===== src/rtl/point_plotter_pkg.sv =====
// Shared screen geometry, pixel/address widths and the point payload for the plotter.
package point_plotter_pkg;

  localparam int unsigned SCREEN_WIDTH     = 320;
  localparam int unsigned SCREEN_HEIGHT    = 180;
  localparam int unsigned FB_ADDR_W        = 16;
  localparam int unsigned PIXEL_W          = 8;
  localparam int unsigned X_W              = 9;
  localparam int unsigned Y_W              = 8;
  localparam int unsigned POINT_FIFO_DEPTH = 16;

  localparam logic [PIXEL_W-1:0] FG_COLOR_DEF = 8'hFF;
  localparam logic [PIXEL_W-1:0] BG_COLOR_DEF = 8'h00;

  typedef struct packed {
    logic [Y_W-1:0] y;
    logic [X_W-1:0] x;
  } point_t;

  typedef enum logic [1:0] {
    ST_IDLE,
    ST_CLEAR,
    ST_PLOT
  } state_t;

  // Linear frame-buffer address of a point, row-major.
  function automatic logic [FB_ADDR_W-1:0] pixel_addr(point_t p, int unsigned w);
    return FB_ADDR_W'(FB_ADDR_W'(p.y) * FB_ADDR_W'(w)) + FB_ADDR_W'(p.x);
  endfunction

endpackage


===== src/rtl/point_plotter_if.sv =====
// Point input stream plus frame-buffer write port and status of the point plotter.
interface point_plotter_if
  import point_plotter_pkg::*;
();

  logic [X_W-1:0]       x_in;
  logic [Y_W-1:0]       y_in;
  logic                 valid_in;
  logic                 frame_start_in;
  logic [FB_ADDR_W-1:0] fb_addr_out;
  logic [PIXEL_W-1:0]   fb_data_out;
  logic                 fb_we_out;
  logic                 busy_out;
  logic                 overflow_out;
  logic [15:0]          drop_count_out;

  modport slave (
    input  x_in, y_in, valid_in, frame_start_in,
    output fb_addr_out, fb_data_out, fb_we_out, busy_out, overflow_out, drop_count_out
  );

  modport master (
    output x_in, y_in, valid_in, frame_start_in,
    input  fb_addr_out, fb_data_out, fb_we_out, busy_out, overflow_out, drop_count_out
  );

endinterface


===== src/rtl/point_fifo.sv =====
// Synchronous point FIFO with flush; head entry is visible combinationally.
module point_fifo
  import point_plotter_pkg::*;
#(
  parameter int unsigned DEPTH = POINT_FIFO_DEPTH
) (
  input  logic   clk_in,
  input  logic   rst_in,
  input  logic   push_in,
  input  logic   pop_in,
  input  logic   flush_in,
  input  point_t data_in,
  output point_t head_c,
  output logic   full_c,
  output logic   empty_c
);

  localparam int unsigned AW = $clog2(DEPTH);

  point_t        mem_q [DEPTH];
  logic [AW:0]   wr_ptr_q, wr_ptr_d;
  logic [AW:0]   rd_ptr_q, rd_ptr_d;
  logic          wr_en;

  // Extra pointer bit distinguishes full from empty.
  assign empty_c = (wr_ptr_q == rd_ptr_q);
  assign full_c  = (wr_ptr_q[AW] != rd_ptr_q[AW]) && (wr_ptr_q[AW-1:0] == rd_ptr_q[AW-1:0]);
  assign head_c  = mem_q[rd_ptr_q[AW-1:0]];
  assign wr_en   = push_in && !full_c && !flush_in;

  always_comb begin
    wr_ptr_d = wr_ptr_q;
    rd_ptr_d = rd_ptr_q;
    if (flush_in) begin
      wr_ptr_d = '0;
      rd_ptr_d = '0;
    end else begin
      if (wr_en)             wr_ptr_d = wr_ptr_q + (AW+1)'(1);
      if (pop_in && !empty_c) rd_ptr_d = rd_ptr_q + (AW+1)'(1);
    end
  end

  always_ff @(posedge clk_in) begin
    if (rst_in) begin
      wr_ptr_q <= '0;
      rd_ptr_q <= '0;
    end else begin
      wr_ptr_q <= wr_ptr_d;
      rd_ptr_q <= rd_ptr_d;
    end
  end

  always_ff @(posedge clk_in) begin
    if (wr_en) mem_q[wr_ptr_q[AW-1:0]] <= data_in;
  end

endmodule


===== src/rtl/point_plotter.sv =====
// Buffers projected points and writes them to the frame buffer after a per-frame background clear.
module point_plotter
  import point_plotter_pkg::*;
#(
  parameter int unsigned        WIDTH      = SCREEN_WIDTH,
  parameter int unsigned        HEIGHT     = SCREEN_HEIGHT,
  parameter int unsigned        FIFO_DEPTH = POINT_FIFO_DEPTH,
  parameter logic [PIXEL_W-1:0] FG_COLOR   = FG_COLOR_DEF,
  parameter logic [PIXEL_W-1:0] BG_COLOR   = BG_COLOR_DEF
) (
  input  logic            clk_in,
  input  logic            rst_in,
  point_plotter_if.slave  bus
);

  localparam logic [FB_ADDR_W-1:0] CLR_LAST = FB_ADDR_W'(WIDTH * HEIGHT - 1);

  state_t               state_q, state_d;
  logic [FB_ADDR_W-1:0] clr_cnt_q, clr_cnt_d;
  logic [FB_ADDR_W-1:0] addr_q, addr_d;
  logic [PIXEL_W-1:0]   data_q, data_d;
  logic                 we_q, we_d;
  logic                 busy_q, busy_d;
  logic                 ovf_q, ovf_d;
  logic [15:0]          drop_q, drop_d;

  logic   fifo_push, fifo_pop, fifo_flush;
  logic   fifo_full, fifo_empty;
  point_t fifo_din, fifo_head;
  logic   in_range;

  assign fifo_din = '{y: bus.y_in, x: bus.x_in};
  assign in_range = (bus.x_in < X_W'(WIDTH)) && (bus.y_in < Y_W'(HEIGHT));

  point_fifo #(.DEPTH(FIFO_DEPTH)) u_fifo (
    .clk_in   (clk_in),
    .rst_in   (rst_in),
    .push_in  (fifo_push),
    .pop_in   (fifo_pop),
    .flush_in (fifo_flush),
    .data_in  (fifo_din),
    .head_c   (fifo_head),
    .full_c   (fifo_full),
    .empty_c  (fifo_empty)
  );

  // Next-state, input acceptance and frame-buffer write generation.
  always_comb begin
    state_d    = state_q;
    clr_cnt_d  = clr_cnt_q;
    addr_d     = addr_q;
    data_d     = data_q;
    we_d       = 1'b0;
    busy_d     = 1'b0;
    ovf_d      = ovf_q;
    drop_d     = drop_q;
    fifo_push  = 1'b0;
    fifo_pop   = 1'b0;
    fifo_flush = 1'b0;

    if (bus.frame_start_in) begin
      // New frame wins over everything, including a same-cycle point.
      fifo_flush = 1'b1;
      state_d    = ST_CLEAR;
      clr_cnt_d  = '0;
      ovf_d      = 1'b0;
      drop_d     = '0;
      busy_d     = 1'b1;
    end else begin
      if (bus.valid_in) begin
        if (!in_range || fifo_full) begin
          if (drop_q != 16'hFFFF) drop_d = drop_q + 16'd1;
          if (in_range) ovf_d = 1'b1;
        end else begin
          fifo_push = 1'b1;
        end
      end

      case (state_q)
        ST_CLEAR: begin
          we_d   = 1'b1;
          addr_d = clr_cnt_q;
          data_d = BG_COLOR;
          busy_d = 1'b1;
          if (clr_cnt_q == CLR_LAST) state_d = ST_PLOT;
          else                       clr_cnt_d = clr_cnt_q + FB_ADDR_W'(1);
        end
        ST_PLOT: begin
          if (!fifo_empty) begin
            fifo_pop = 1'b1;
            we_d     = 1'b1;
            addr_d   = pixel_addr(fifo_head, WIDTH);
            data_d   = FG_COLOR;
          end
        end
        default: ;
      endcase
    end
  end

  always_ff @(posedge clk_in) begin
    if (rst_in) begin
      state_q   <= ST_IDLE;
      clr_cnt_q <= '0;
      addr_q    <= '0;
      data_q    <= '0;
      we_q      <= 1'b0;
      busy_q    <= 1'b0;
      ovf_q     <= 1'b0;
      drop_q    <= '0;
    end else begin
      state_q   <= state_d;
      clr_cnt_q <= clr_cnt_d;
      addr_q    <= addr_d;
      data_q    <= data_d;
      we_q      <= we_d;
      busy_q    <= busy_d;
      ovf_q     <= ovf_d;
      drop_q    <= drop_d;
    end
  end

  assign bus.fb_addr_out    = addr_q;
  assign bus.fb_data_out    = data_q;
  assign bus.fb_we_out      = we_q;
  assign bus.busy_out       = busy_q;
  assign bus.overflow_out   = ovf_q;
  assign bus.drop_count_out = drop_q;

endmodule


===== src/flat_wrapper.sv =====
// flat-port wrapper written by rule: the top's interface ports become plain ports
module point_plotter_flat import point_plotter_pkg::*;
#(
  parameter int unsigned        WIDTH      = SCREEN_WIDTH,
  parameter int unsigned        HEIGHT     = SCREEN_HEIGHT,
  parameter int unsigned        FIFO_DEPTH = POINT_FIFO_DEPTH,
  parameter logic [PIXEL_W-1:0] FG_COLOR   = FG_COLOR_DEF,
  parameter logic [PIXEL_W-1:0] BG_COLOR   = BG_COLOR_DEF
)
  (clk_in, rst_in, bus_x_in, bus_y_in, bus_valid_in, bus_frame_start_in, bus_fb_addr_out, bus_fb_data_out, bus_fb_we_out, bus_busy_out, bus_overflow_out, bus_drop_count_out);
  point_plotter_if bus_i ();
  input  logic clk_in;
  input  logic rst_in;
  input wire logic [$bits(bus_i.x_in)-1:0] bus_x_in;
  input wire logic [$bits(bus_i.y_in)-1:0] bus_y_in;
  input wire logic [$bits(bus_i.valid_in)-1:0] bus_valid_in;
  input wire logic [$bits(bus_i.frame_start_in)-1:0] bus_frame_start_in;
  output wire logic [$bits(bus_i.fb_addr_out)-1:0] bus_fb_addr_out;
  output wire logic [$bits(bus_i.fb_data_out)-1:0] bus_fb_data_out;
  output wire logic [$bits(bus_i.fb_we_out)-1:0] bus_fb_we_out;
  output wire logic [$bits(bus_i.busy_out)-1:0] bus_busy_out;
  output wire logic [$bits(bus_i.overflow_out)-1:0] bus_overflow_out;
  output wire logic [$bits(bus_i.drop_count_out)-1:0] bus_drop_count_out;
  assign bus_i.x_in = bus_x_in;
  assign bus_i.y_in = bus_y_in;
  assign bus_i.valid_in = bus_valid_in;
  assign bus_i.frame_start_in = bus_frame_start_in;
  assign bus_fb_addr_out = bus_i.fb_addr_out;
  assign bus_fb_data_out = bus_i.fb_data_out;
  assign bus_fb_we_out = bus_i.fb_we_out;
  assign bus_busy_out = bus_i.busy_out;
  assign bus_overflow_out = bus_i.overflow_out;
  assign bus_drop_count_out = bus_i.drop_count_out;
  point_plotter #(.WIDTH(WIDTH), .HEIGHT(HEIGHT), .FIFO_DEPTH(FIFO_DEPTH), .FG_COLOR(FG_COLOR), .BG_COLOR(BG_COLOR)) u_core (.clk_in(clk_in), .rst_in(rst_in), .bus(bus_i));
endmodule

===== config.mk =====
export PLATFORM = sky130hd
export DESIGN_NAME = point_plotter_flat
export DESIGN_NICKNAME = d
export VERILOG_FILES = /design/src/rtl/point_plotter_pkg.sv /design/src/rtl/point_plotter_if.sv /design/src/rtl/point_fifo.sv /design/src/rtl/point_plotter.sv /design/src/flat_wrapper.sv
export SDC_FILE = /design/constraint.sdc
export NUM_CORES = 1
export LEC_CHECK = 0
export CAP_MARGIN = 20
export CORE_ASPECT_RATIO = 1.25
export CORE_UTILIZATION = 65
export CTS_CLUSTER_DIAMETER = 50
export DETAILED_ROUTE_END_ITERATION = 12
export PLACE_DENSITY_LB_ADDON = 0.12
export SLEW_MARGIN = 20
export SYNTH_ARGS = -nofsm -noshare
export SYNTH_HDL_FRONTEND = slang
export SYNTH_SLANG_ARGS = --single-unit

===== constraint.sdc =====
create_clock -name clk_in -period 7.03 [get_ports clk_in]
set_input_delay 2.109 -clock clk_in [delete_from_list [all_inputs] [get_ports clk_in]]
set_output_delay 2.109 -clock clk_in [all_outputs]
set_load 0.1 [all_outputs]

==> results.py <==
metrics = {
    "floorplanning": {
        "io_pins": 64,
        "rows": 59,
        "die_h_um": 165,
        "initial_utilization": 0.665,
        "die_w_um": 133,
        "dieArea_um2": 22000,
        "core_area_um2": 20900,
    },
    "setup_path": {
        "critPathBufInv": 2,
        "crit_fanout": 17,
        "cp-endpoint": "u_core.u_fifo.mem_q[5][13]",
        "cp.required_ns": 7.28,
        "worst-setup-path-type": "in2reg",
        "max_stage_delay_ns": 0.71,
        "crit_slowest_cell": "clkdlybuf4s50_1",
        "cp_cell_sequence": "clkdlybuf4s50_1, o211a_1, o21ai_1, o2111ai_1, nor2_1, nand2_1, nor2_1, buf_4",
        "rr_worst_depth": 10,
        "endpoint_kind": "flop",
        "regToRegEndpoint": "u_core.bus.fb_addr_out[13]",
        "cp.depth": 8,
        "crit_top_cell": "nor2_1",
        "worst_path_dominant_cell_family": "simple AND/OR/NAND/NOR gates",
        "r2r_slack_ns": 2.49,
        "start_kind": "input port",
        "startpoint": "bus_y_in[2]",
        "worstPathArrival_ns": 5.41,
    },
    "place": {
        "dp_cells": 1135,
        "io_buffer_count": 63,
        "pre_cts_ws_ns": 1.38,
        "gp_congestion": 0.877,
        "dp_hpwl_mm": 17.9,
    },
    "sta": {
        "min_period_ns": 5.16,
        "hold_violations": 0,
        "fin_tns_setup_ns": 0,
        "drv_slew": 0,
        "relSlewSlack": 0.266,
        "worst_pin_slew_ns": 1.10,
        "finClkSkew_ns": 0.0117,
        "fmax_mhz": 194,
        "finalCritPeriodShare": 0.734,
        "setup_ws_ns": 1.87,
        "rsz0062_at_grt": "false",
        "setup_viol": 0,
    },
    "clocking": {
        "cts_sinks": 340,
        "cts_made_buffers": 31,
        "clk_pin_slew_ns": 0.06,
        "htreeDepth": 1,
        "clockBufferDepth": 3,
        "postCtsResizedCells": 0,
        "clk_latency_ns": 0.55,
        "cts_setup_buffers": 0,
        "cts-root-buf": "clkbuf_16",
        "holdBufCountCts": 0,
        "cts_tree": "built",
    },
    "synth": {
        "post_synth.cell_area_avg_um2": 17.1,
        "syn_inst": 813,
        "seq_area_frac_synth": 0.686,
        "synth-async-reset-ratio": 0,
        "synth-main-ff-cell": "edfxtp_1",
        "ys_warn_count": 0,
        "syn_area_um2": 13900,
        "syn_nets": 860,
        "yosysUniqueCellTypes": 53,
        "synth_edf_count": 272,
        "ys_ff_latch": 340,
    },
    "layout": {
        "syn_to_final_growth_pct": 14.5,
        "final_layout_size_suffix_gt1_frac": 0.191,
        "instances_no_fill": 1192,
        "antenna_cells": 0,
        "fin_util": 0.761,
        "final_nets": 941,
        "nFillCells": 1172,
    },
    "detailed_routing": {
        "viasPerCell": 6.28,
        "antenna_left": 0,
        "first_pass_iters": 4,
        "finalWirelength_mm": 28.2,
        "wire_per_inst_um": 23.7,
        "vias": 7489,
        "drt_iter0_drc": 490,
        "drc": 0,
    },
    "grt": {
        "grt_pass1_vias": 7565,
        "grt_use_total": 0.269,
        "grt_max_degree": 47,
        "antenna_found_initial": 0,
        "grt_pass1_wl_mm": 43.2,
        "grt_overflow": 0,
    },
    "worst_hold_path": {
        "hold_path.class": "reg2reg",
        "min_from": "u_core.bus.fb_addr_out[11]",
    },
    "pwr": {
        "p_leak_nw": 4.99,
        "vdd_drop_max_uv": 273,
        "power_density_nw_per_um2": 253,
    },
    "run": {
        "cap_viol_max_count": 0,
    },
    "status": {
        "run_status": "finished, final reports clean",
    },
}
==> worst min-delay path, cell delays in order, from the launching register on <==
cell     delay (ns)
dfxtp_1        0.31
nand2_1        0.05
a21oi_1        0.05
==> metrics by stage <==
stage,instance area [um2],total power [mW],hold WS [ns]
after floorplan,13900,2.31,0.453
after global placement,14900,2.36,0.441
after detailed placement,14900,2.37,0.445
after CTS,15900,4.04,0.452
after global routing,15900,4.13,0.479
final,15900,4.02,0.450
==> cells by family (layout without fill, tap and decap cells) <==
family	Yosys count	count (layout)	share of synthesized area
adders and majority gates	26	26	0.0245
muxes	98	98	0.147
DFF	340	340	0.686
buffers and inverters	64	169	0.0228
and+or+nand+nor	173	173	0.0601
xor gates and xnor gates	47	47	0.0296
AOI/OAI and AO/OA	65	65	0.0295
==> registers in the layout (all words and copies together) (netlist names), named ones only <==
name,count
u_core.state_q,2
u_core.u_fifo.mem_q,272
u_core.clr_cnt_q,16
u_core.u_fifo.rd_ptr_q,5
u_core.bus.overflow_out,1
u_core.bus.drop_count_out,16
u_core.bus.fb_addr_out,16
u_core.bus.fb_data_out,1
u_core.bus.busy_out,1
u_core.bus.fb_we_out,1
u_core.u_fifo.wr_ptr_q,5
==> power breakdown <==
part / leakage, nW / total [mW] / switching, mW / internal [mW]
clock network: 0.499 / 1.69 / 0.706 / 0.984
registers: 3.00 / 2.18 / 0.00460 / 2.18
logic: 1.49 / 0.145 / 0.0996 / 0.0451
==> area by class of cell <==
cell class                 count  area, um2  share of cell area
sequential                   340       9530               0.599
multi-input combinational    409       4070               0.256
timing repair buffer          92        848              0.0533
clock buffer                  41        833              0.0524
tap                          274        343              0.0216
clock inverter                16        201              0.0127
inverter                      20       75.1             0.00472
==> Yosys cell counts (all sizes together), types with 2 or more instances <==
cell / count / area [um2]
xnor2: 29 / 254
a211o: 3 / 26.3
nor4: 4 / 25.0
dfxtp: 68 / 1360
a21oi: 21 / 105
o211ai: 4 / 30.0
nand4: 11 / 75.1
edfxtp: 272 / 8170
nor3: 13 / 65.1
fa: 2 / 40.0
nand2b: 2 / 12.5
and3: 4 / 25.0
o21ai: 17 / 88.8
ha: 24 / 300
nor2b: 2 / 12.5
xor2: 18 / 158
buf: 27 / 176
nor4b: 2 / 23.8
nand3: 16 / 80.1
nand2: 24 / 90.1
or3: 11 / 68.8
a211oi: 13 / 103
mux4: 85 / 1910
inv: 20 / 75.1
or2: 3 / 18.8
mux2i: 13 / 130
nor2: 74 / 278
clkbuf: 17 / 65.1
==> per-layer routing <==
| layer | up-vias | global-route usage | wire length [um] |
|---|---|---|---|
| met5 | - | 0 | 0 |
| met4 | 0 | 0.106 | 1010 |
| met3 | 75 | 0.0406 | 1860 |
| met2 | 325 | 0.473 | 14700 |
| met1 | 3757 | 0.340 | 10700 |
| li1 | 3332 | - | - |
==> how the worst min path moves through the flow <==
stage                                       endpoint  slack [ns]  depth (start not counted)
after floorplan                    u_core.state_q[1]        0.45                          2
after CTS                 u_core.bus.fb_addr_out[11]        0.45                          2
after global routing      u_core.bus.fb_addr_out[14]        0.48                          2
final                     u_core.bus.fb_addr_out[11]        0.45                          2
after detailed placement  u_core.bus.fb_addr_out[11]        0.44                          2
after global placement    u_core.bus.fb_addr_out[13]        0.44                          2
==> placed cells by master, fill, tap and decap left out, types with 13 or more instances in the layout <==
cell type,n
edfxtp_1,272
mux4_2,85
nor2_1,74
dfxtp_1,66
clkdlybuf4s50_1,63
clkbuf_16,31
xnor2_1,29
buf_4,29
nand2_1,24
ha_1,24
a21oi_1,21
xor2_1,18
inv_1,18
nand3_1,16
mux2i_1,13
Power figures use the tool's default switching activity.
